File: src/rtl/mp_input_buffer.sv
// mp_input_buffer: multi-packet router input buffer with flit FIFO, route FIFO and VA/SA read-side FSM
package mp_input_buffer_pkg;
  localparam int DATA_W = 16;
  localparam int VC_NUM = 4;
  localparam int VC_SIZE = $clog2(VC_NUM);
  typedef enum logic [2:0] {LOCAL, NORTH, SOUTH, WEST, EAST} port_t;
  typedef enum logic [1:0] {HEAD, BODY, TAIL, HEADTAIL} flit_label_t;
  typedef struct packed {
    flit_label_t flit_label;
    logic [DATA_W-1:0] data;
  } flit_novc_t;
  typedef struct packed {
    flit_label_t flit_label;
    logic [VC_SIZE-1:0] vc_id;
    logic [DATA_W-1:0] data;
  } flit_t;
endpackage

module mp_input_buffer
  import mp_input_buffer_pkg::*;
#(
  parameter int BUFFER_SIZE = 8,
  parameter int MAX_PACKETS = 2,
  parameter int ON_OFF_MARGIN = 2
) (
  input  logic                               clk,
  input  logic                               rst,
  input  flit_novc_t                         data_i,
  input  logic                               write_i,
  input  port_t                              out_port_i,
  input  logic                               read_i,
  input  logic [VC_SIZE-1:0]                 vc_new_i,
  input  logic                               vc_valid_i,
  output flit_t                              data_o,
  output port_t                              out_port_o,
  output logic [VC_SIZE-1:0]                 downstream_vc_o,
  output logic                               vc_request_o,
  output logic                               switch_request_o,
  output logic                               vc_allocatable_o,
  output logic                               error_o,
  output logic                               is_full_o,
  output logic                               is_empty_o,
  output logic                               on_off_o,
  output logic [$clog2(MAX_PACKETS+1)-1:0]   packets_o
);
  localparam int AW = BUFFER_SIZE > 1 ? $clog2(BUFFER_SIZE) : 1;
  localparam int CW = $clog2(BUFFER_SIZE + 1);
  localparam int RW = MAX_PACKETS > 1 ? $clog2(MAX_PACKETS) : 1;
  localparam int PW = $clog2(MAX_PACKETS + 1);
  localparam logic [1:0] IDLE = 2'd0;
  localparam logic [1:0] VA = 2'd1;
  localparam logic [1:0] SA = 2'd2;

  flit_novc_t mem [BUFFER_SIZE];
  port_t route_mem [MAX_PACKETS];
  logic [AW-1:0] wr_ptr, rd_ptr;
  logic [CW-1:0] count, count_next;
  logic [RW-1:0] route_wr, route_rd;
  logic [PW-1:0] route_cnt, route_cnt_next;
  logic [1:0] state, state_next;
  logic open;
  logic is_head, wr_ok, rd_ok, head_push, tail_pop, illegal, err;
  flit_novc_t front;

  assign front = mem[rd_ptr];
  assign is_full_o = count == CW'(BUFFER_SIZE);
  assign is_empty_o = count == '0;
  assign is_head = data_i.flit_label inside {HEAD, HEADTAIL};
  // Head writes need a closed packet and a free route slot; body/tail writes need an open packet.
  assign wr_ok = write_i && !is_full_o && (is_head ? !open && route_cnt < PW'(MAX_PACKETS) : open);
  assign head_push = wr_ok && is_head;
  assign rd_ok = read_i && state == SA && !is_empty_o;
  assign tail_pop = rd_ok && front.flit_label inside {TAIL, HEADTAIL};
  assign illegal = !(state inside {IDLE, VA, SA});
  assign err = (write_i && !wr_ok) || (read_i && !rd_ok) || (vc_valid_i && state != VA);
  assign count_next = count + CW'(wr_ok) - CW'(rd_ok);
  assign route_cnt_next = route_cnt + PW'(head_push) - PW'(tail_pop);
  assign vc_request_o = state == VA;
  assign switch_request_o = state == SA && !is_empty_o;
  assign out_port_o = route_cnt != '0 ? route_mem[route_rd] : LOCAL;
  assign packets_o = route_cnt;
  assign data_o = {front.flit_label, downstream_vc_o, front.data};
  // A finished packet goes straight to VA when another route is already waiting behind it.
  assign state_next = illegal ? IDLE :
                      state == IDLE ? (route_cnt != '0 ? VA : IDLE) :
                      state == VA ? (vc_valid_i ? SA : VA) :
                      tail_pop ? (route_cnt_next != '0 ? VA : IDLE) : SA;

  // Flit and route storage; contents need no reset because the counters qualify them.
  always_ff @(posedge clk) begin
    if (wr_ok) mem[wr_ptr] <= data_i;
    if (head_push) route_mem[route_wr] <= out_port_i;
  end

  // Pointers, counters, packet-open flag, FSM and registered status/pulse outputs.
  always_ff @(posedge clk or posedge rst) begin
    if (rst) begin
      state <= IDLE;
      open <= 1'b0;
      wr_ptr <= '0;
      rd_ptr <= '0;
      count <= '0;
      route_wr <= '0;
      route_rd <= '0;
      route_cnt <= '0;
      downstream_vc_o <= '0;
      vc_allocatable_o <= 1'b0;
      error_o <= 1'b0;
      on_off_o <= 1'b1;
    end else begin
      state <= state_next;
      if (wr_ok && data_i.flit_label == HEAD) open <= 1'b1;
      if (wr_ok && data_i.flit_label == TAIL) open <= 1'b0;
      if (wr_ok) wr_ptr <= wr_ptr + 1'b1;
      if (rd_ok) rd_ptr <= rd_ptr + 1'b1;
      count <= count_next;
      if (head_push) route_wr <= route_wr == RW'(MAX_PACKETS - 1) ? '0 : route_wr + 1'b1;
      if (tail_pop) route_rd <= route_rd == RW'(MAX_PACKETS - 1) ? '0 : route_rd + 1'b1;
      route_cnt <= route_cnt_next;
      if (state == VA && vc_valid_i) downstream_vc_o <= vc_new_i;
      vc_allocatable_o <= tail_pop || illegal;
      error_o <= err || illegal;
      on_off_o <= (BUFFER_SIZE - int'(count_next)) > ON_OFF_MARGIN;
    end
  end
endmodule

File: config.mk
export PLATFORM = sky130hd
export DESIGN_NAME = mp_input_buffer
export DESIGN_NICKNAME = d
export VERILOG_FILES = /design/src/rtl/mp_input_buffer.sv
export SDC_FILE = /design/constraint.sdc
export NUM_CORES = 1
export LEC_CHECK = 0
export CAP_MARGIN = 20
export CORE_MARGIN = 3
export CORE_UTILIZATION = 52
export DETAILED_ROUTE_END_ITERATION = 16
export GPL_ROUTABILITY_DRIVEN = 0
export PLACE_DENSITY = 0.76
export SETUP_SLACK_MARGIN = 0.4
export SLEW_MARGIN = 30
export SYNTH_ARGS = -nofsm -noshare
export SYNTH_HDL_FRONTEND = slang
export SYNTH_SLANG_ARGS = --single-unit
File: constraint.sdc
create_clock -name clk -period 3.8 [get_ports clk]
set_input_delay 0.95 -clock clk [delete_from_list [all_inputs] [get_ports clk]]
set_output_delay 0.95 -clock clk [all_outputs]
set_load 0.03 [all_outputs]
# ---- Yosys cells after proc, flatten, opt, wreduce, memory -nomap -nowiden
# Memories as Yosys holds them, arrays and structs flattened.
# Index checks and enable logic that the tools add are counted.
dict set report totals {
  reg_bits 22
  word_cells 83
  output_inout_bits 34
  ram_bits 150
  input_bits 28
  n_memories 2
}
dict set report op_classes {
  add_sub_neg 9
  mux 17
  n_reduce_logical 33
  eq_ne 8
  magnitude_cmp 2
}
# memory words word_bits read_ports rd_clocked_by_memory_dff wr line_no
set mem_list {}
lappend mem_list {mem 8 18 1 0 1 54} ;# flit_novc_t mem [BUFFER_SIZE];
lappend mem_list {route_mem 2 3 1 0 1 55} ;# port_t route_mem [MAX_PACKETS];
# operator count
set ops {}
lappend ops {{1-bit logical AND} 14}
lappend ops {{1-bit two-way mux} 11}
lappend ops {{2-bit == test, second input constant} 5}
lappend ops {{2-bit two-way mux} 5}
lappend ops {{2-bit nonzero test} 5}
lappend ops {{3-bit by 1-bit adder with 3-bit output, second input constant} 2}
lappend ops {{1-bit zero test} 6}
lappend ops {{5-bit by 3-bit > comparator with 1-bit output, second input constant} 1}
lappend ops {{4-bit by 4-bit subtractor with 5-bit output, first input constant} 1}
lappend ops {{4-bit by 1-bit adder with 4-bit output} 1}
lappend ops {{4-bit == test, second input constant} 1}
lappend ops {{2-bit zero test} 2}
lappend ops {{4-bit zero test} 1}
lappend ops {{1-bit logical OR} 4}
lappend ops {{4-bit by 1-bit subtractor with 4-bit output} 1}
lappend ops {{3-bit two-way mux} 1}
lappend ops {{3-bit nonzero test} 1}
lappend ops {{1-bit adder, second input constant} 2}
lappend ops {{2-bit by 1-bit adder with 2-bit output} 1}
lappend ops {{2-bit by 1-bit == test with 1-bit output, second input constant} 1}
lappend ops {{2-bit < comparator, second input constant} 1}
lappend ops {{2-bit by 1-bit != test with 1-bit output, second input constant} 1}
lappend ops {{2-bit by 1-bit subtractor with 2-bit output} 1}

# ---- Longest topological paths before layout
# Gate-level depths: netlist (run 1).
dict set report logic_depth {
  word_depth 13
  ltp_mapped 16
  mapped_depth_nobuf 16
}

# ---- Worst setup path after synthesis (run 1)
# Ideal clock, no wire load.
dict set report synth_timing {
  path_kind {in2reg}
  from {in data_i[16] (netlist bit)}
  to {mem mem[4][0] (netlist bit) (enable)}
  slack_ns -0.592
  n_path_buf 0
  setup_time_ns 0.446
  path_stages 6
  required_time_ns 3.354
  arrival_ns 3.946
  cell_sequence {inv_1 > ha_1 > nor3_1 > o211a_1 > clkinv_1 > nor4b_1}
}
dict set report synth_via {
  elab_chain_cells 6
  elab_cells_between_ends 7
  cone_classes {1 x eq/ne; 3 x mux; 3 x reduce/logical}
}
# element line_no
set synth_lines {}
lappend synth_lines {{from (decl)} 28} ;# input flit_novc_t data_i,
lappend synth_lines {{2-bit == test / 2-bit zero test (equally long branches)} 68} ;# assign is_head = data_i.flit_label inside {HEAD, HEADTAIL};
lappend synth_lines {{2-bit nonzero test *} 68}
lappend synth_lines {{1-bit two-way mux *} 70} ;# assign wr_ok = write_i && !is_full_o && (is_head ? !open && route_cnt < PW'(MAX_PACKETS) : open);
lappend synth_lines {{1-bit logical AND *} 70}
lappend synth_lines {{1-bit two-way mux *} 91} ;# if (wr_ok) mem[wr_ptr] <= data_i;
lappend synth_lines {{1-bit two-way mux (not written as such) *} 91}
lappend synth_lines {{to (decl)} 54}
# Every way passes the cells marked *; elsewhere a longest branch is shown, timed or not.

==> metrics.md, run 1 <==
| Metric | Value |
|---|---|
| Core occupancy in the finished layout | `67.69%` |
| Full die area | `0.01480 mm^2` |
| Number of antenna diodes | `0` |
| Clock input transition at the sequential cells of the worst setup and hold paths | `0.06 ns` |
| Count of final hold-check violations | `0` |
| Residual antenna-violating net count after detailed routing | `0` |
| Antenna violations before repair | `0` |
| Area taken by multi-input logic gates | `0.001867 mm^2` |
| Global-route congestion overflow total | `0` |
| Horizontal die dimension | `121.6 um` |
| Critical setup path kind | `reg -> out` |
| Register bit count reported by yosys | `172` |
| Placeable Area | `0.01282 mm^2` |
| Clock Tree Buf Depth | `2` |
| Number of core rows | `41` |
| Mean routed wirelength per cell | `20.29 um` |
| Flop pwr share | `36.8%` |
| Status | `finished clean` |
| Final Max Tran Viols | `0` |
| Largest area contributor in the synthesized netlist | `sky130_fd_sc_hd__edfxtp_1` |
| Clock network fraction of total power | `24.1%` |
| Setup crit start | `rd_ptr[1]$_DFFE_PP0P_` |
| Post-synth cell types | `42` |
| Endpoints failing setup | `0` |
| Peak fanout along the critical path | `11` |
| Number of top-level pins | `62` |
| Via count of the routed design | `3544` |
| Via count of the first global-routing pass | `3808` |
| CP Capture Type | `primary output` |
| Clock tree from TritonCTS | `built` |
| Maximum capacitance violations | `0` |
| CP endpoint | `data_o[19]` |
| Number of inserted filler cells in the final layout | `835` |
| Total negative slack | `0 ns` |
| Area delta synth->final | `24.85%` |
| Number of detailed-route iterations in the first pass | `4` |
| Required @ worst endpoint | `2.85 ns` |
| Internal power of the cells | `4603 uW` |
| Synth Instances | `356` |
| Total number of H-tree levels | `4` |
| Cell with the biggest individual delay on the critical path | `sky130_fd_sc_hd__clkdlybuf4s50_1` |
| Area used by sequential logic in the layout | `0.005061 mm^2` |
| Unrepaired setup endpoints after global routing | `false` |
| Clock latency on the worst-skew pair | `0.42 ns` |
| Number of vias per cell | `5.538` |
| Detailed placer's ending HPWL | `7.950 mm` |
| Fraction of the yosys area taken by sequential cells | `72.72%` |
| Number of cell instances on the worst register-to-register path | `15` |
| Slew @ Worst Pin | `0.4965 ns` |
| Final Net Count | `498` |
| Crit path setup slack, layout | `0.4990 ns` |
| Skew final | `0.007890 ns` |
| Most frequent cell after synthesis | `sky130_fd_sc_hd__edfxtp_1` |
| Maximum number of pins on one net before global-route repair | `23` |
| Post-synthesis instance area | `0.006953 mm^2` |
| Highest attainable clock frequency | `0.3029 GHz` |
| Number of synthesized flops with an enable pin | `150` |
| Fraction of synthesized cell area taken by the top area cell type | `64.78%` |
| Height of the die | `121.6 um` |
| Proportion of total power due to net switching | `32.91%` |
| Detailed-route wire length | `12.98 mm` |
| Shortest clock period the worst path allows after layout | `3.301 ns` |
| Power density normalized to cell area | `790.4 mW/mm^2` |
| Fraction of synthesis flops using an asynchronous set or reset pin | `12.79%` |
| Part of the total power dissipated in combinational logic | `39.2%` |
| Final cycle utilization of the critical path | `86.87%` |
| Number of synthesis warnings | `0` |
| DRC violations left | `0` |
| CTS Buf Count | `17` |
| Classification of the worst-slack hold path | `reg -> reg` |
| Pre-CTS setup slack | `-0.3684 ns` |
| Ordered list of cells on the worst path | `mux2_2 > o22ai_1 > nor3_1 > clkdlybuf4s50_1` |
| Count of clock tree sinks | `172` |
| Critical Path Start Type | `flop` |
| Maximum single-stage delay on the critical path | `0.61 ns` |
| Net count after synthesis | `399` |
| Ranking of synthesized cells by instance count | `150 x sky130_fd_sc_hd__edfxtp_1, 34 x sky130_fd_sc_hd__mux4_2, 22 x sky130_fd_sc_hd__mux2_2` |
| CTS root buffer | `sky130_fd_sc_hd__clkbuf_16` |
| Port Buf Inserts | `61` |
| Initial detailed-routing violation count | `353` |
| Setup slack on the worst flop-to-flop path | `0.62 ns` |
| Average footprint of a synthesized cell | `19.53 um^2` |
| Wire length of the first global-routing pass | `20.84 mm` |
| Primary FF master, synth | `sky130_fd_sc_hd__edfxtp_1` |
| Share of layout cells above drive strength 1 | `32.26%` |
| Slew Limit Headroom | `66.64%` |
| Worst Hold Slack | `0.5114 ns` |
| Top cells by area, synth | `sky130_fd_sc_hd__edfxtp_1 65%, sky130_fd_sc_hd__mux4_2 11%, sky130_fd_sc_hd__dfrtp_1 7.6%` |
| R2r endpoint | `on_off_o$_DFF_PP1_` |
| Reported net switching power | `2258 uW` |
| Effective utilization at floorplan | `54.21%` |
| Leakage component of the power | `0.003070 uW` |
| Maximum VDD drop | `0.5724 mV` |
| GRT Resource Usage Total | `19.53%` |
| Origin of the critical flop-to-flop path | `count[2]$_DFF_PP0_` |
| Data arrival, critical path | `2.35 ns` |
[cells by family (layout without fill, tap and decap cells)]
kind of cell | after synthesis | count (layout) | share of synthesized area [%]
buffers and inverters | 32 | 144 | 2.195
AND/OR/NAND/NOR | 53 | 53 | 4.427
flip-flops | 172 | 172 | 72.72
adder cells (fa/ha/maj) | 15 | 15 | 2.807
AO/OA/AOI/OAI | 15 | 15 | 1.566
multiplexers | 60 | 60 | 15.15
XOR/XNOR | 9 | 9 | 1.134
[final cells by class]
cell class,count,share of cell area (%)
sequential,172,58.30
inverter,17,0.9945
timing repair buffer,95,10.22
clock buffer,24,5.434
multi-input combinational,152,21.50
clock inverter,8,1.067
tap,172,2.479
[flip-flops by register name (all words and copies together), names as in the netlist, 2 cells and up]
name             cells
state                2
rd_ptr               3
count                4
mem                144
downstream_vc_o      2
packets_o            2
wr_ptr               3
route_mem            6
[critical path, delay by kind of cell, from the launching register on]
family	cells	cell delay [ns]
AOI/OAI and AO/OA	1	0.30
and+or+nand+nor	1	0.10
muxes	1	0.38
DFF	1	0.53
buffers and inverters	1	0.61
[worst min path at each step]
| stage | start | endpoint | slack, ns | depth (start not counted) |
|---|---|---|---|---|
| after floorplan | route_wr$_DFFE_PP0P_ | route_wr$_DFFE_PP0P_ | 0.46 | 1 |
| after CTS | route_wr$_DFFE_PP0P_ | route_wr$_DFFE_PP0P_ | 0.51 | 1 |
| after detailed placement | route_wr$_DFFE_PP0P_ | route_wr$_DFFE_PP0P_ | 0.50 | 1 |
| after global routing | route_wr$_DFFE_PP0P_ | route_wr$_DFFE_PP0P_ | 0.53 | 1 |
| final | route_wr$_DFFE_PP0P_ | route_wr$_DFFE_PP0P_ | 0.51 | 1 |
| after global placement | route_wr$_DFFE_PP0P_ | route_wr$_DFFE_PP0P_ | 0.48 | 1 |
[power groups by stage]
stage / logic (uW) / clock network, uW / registers [uW]
floorplan: 1870 / 0 / 2510
global placement: 2640 / 0 / 2580
detailed placement: 2700 / 0 / 2590
CTS: 2720 / 1680 / 2520
global route: 2920 / 1760 / 2550
finish: 2690 / 1650 / 2520
[metal layers]
layer | GRT usage [%] | wire (um)
met1 | 25.07 | 5332
met2 | 32.33 | 6814
met3 | 5.525 | 691
met4 | 6.793 | 144
met5 | 0 | 0
[stage by stage]
| stage | total power, uW | area [um^2] | instances |
|---|---|---|---|
| final | 6861 | 8681 | 640 |
| after floorplan | 4382 | 7063 | 356 |
| after detailed placement | 5289 | 8082 | 602 |
| after global routing | 7226 | 8681 | 640 |
| after CTS | 6925 | 8677 | 640 |
| after global placement | 5214 | 8082 | 602 |
[cell usage in the layout (no fill, tap or decap), types with 2 or more instances in the layout]
cell type / n
sky130_fd_sc_hd__edfxtp_1: 150
sky130_fd_sc_hd__clkdlybuf4s50_1: 42
sky130_fd_sc_hd__mux4_2: 34
sky130_fd_sc_hd__buf_4: 29
sky130_fd_sc_hd__mux2_2: 22
sky130_fd_sc_hd__dfrtp_1: 19
sky130_fd_sc_hd__clkbuf_16: 17
sky130_fd_sc_hd__dlygate4sd2_1: 15
sky130_fd_sc_hd__nand2_1: 11
sky130_fd_sc_hd__inv_1: 11
sky130_fd_sc_hd__ha_1: 11
sky130_fd_sc_hd__nor2_1: 10
sky130_fd_sc_hd__xnor2_1: 5
sky130_fd_sc_hd__clkbuf_1: 5
sky130_fd_sc_hd__nor3_2: 4
sky130_fd_sc_hd__nand2b_1: 4
sky130_fd_sc_hd__xor2_1: 4
sky130_fd_sc_hd__mux2i_1: 4
sky130_fd_sc_hd__nor3_1: 4
sky130_fd_sc_hd__a21oi_1: 4
sky130_fd_sc_hd__clkinv_2: 4
sky130_fd_sc_hd__nor3b_2: 3
sky130_fd_sc_hd__inv_2: 3
sky130_fd_sc_hd__ha_4: 3
sky130_fd_sc_hd__buf_12: 3
sky130_fd_sc_hd__clkinv_4: 2
sky130_fd_sc_hd__nor2b_1: 2
sky130_fd_sc_hd__nor4b_4: 2
sky130_fd_sc_hd__or2_2: 2
sky130_fd_sc_hd__a21o_1: 2
sky130_fd_sc_hd__nand3_1: 2
sky130_fd_sc_hd__o21ai_0: 2
sky130_fd_sc_hd__bufinv_16: 2
sky130_fd_sc_hd__clkbuf_8: 2
sky130_fd_sc_hd__clkbuf_2: 2
sky130_fd_sc_hd__dlymetal6s2s_1: 2
sky130_fd_sc_hd__buf_6: 2
[repair_timing]
action / CTS / global route
hold endpoints to repair: 0 / 0
hold buffers: 0 / 0
pin swaps: 4 / 5
resized for setup: 20 / 9
buffers inserted: 6 / 0
setup endpoints to repair: 20 / 4
Power figures use the tool's default switching activity.
==> inputs of run 2 (changes only) <==
--- a/config.mk
+++ b/config.mk
@@ -9,7 +9,6 @@
 export CORE_MARGIN = 3
 export CORE_UTILIZATION = 52
 export DETAILED_ROUTE_END_ITERATION = 16
-export GPL_ROUTABILITY_DRIVEN = 0
 export PLACE_DENSITY = 0.76
 export SETUP_SLACK_MARGIN = 0.4
 export SLEW_MARGIN = 30
==> results of run 2 <==
The final DEF is identical to that of run 1; final timing and power are the same.
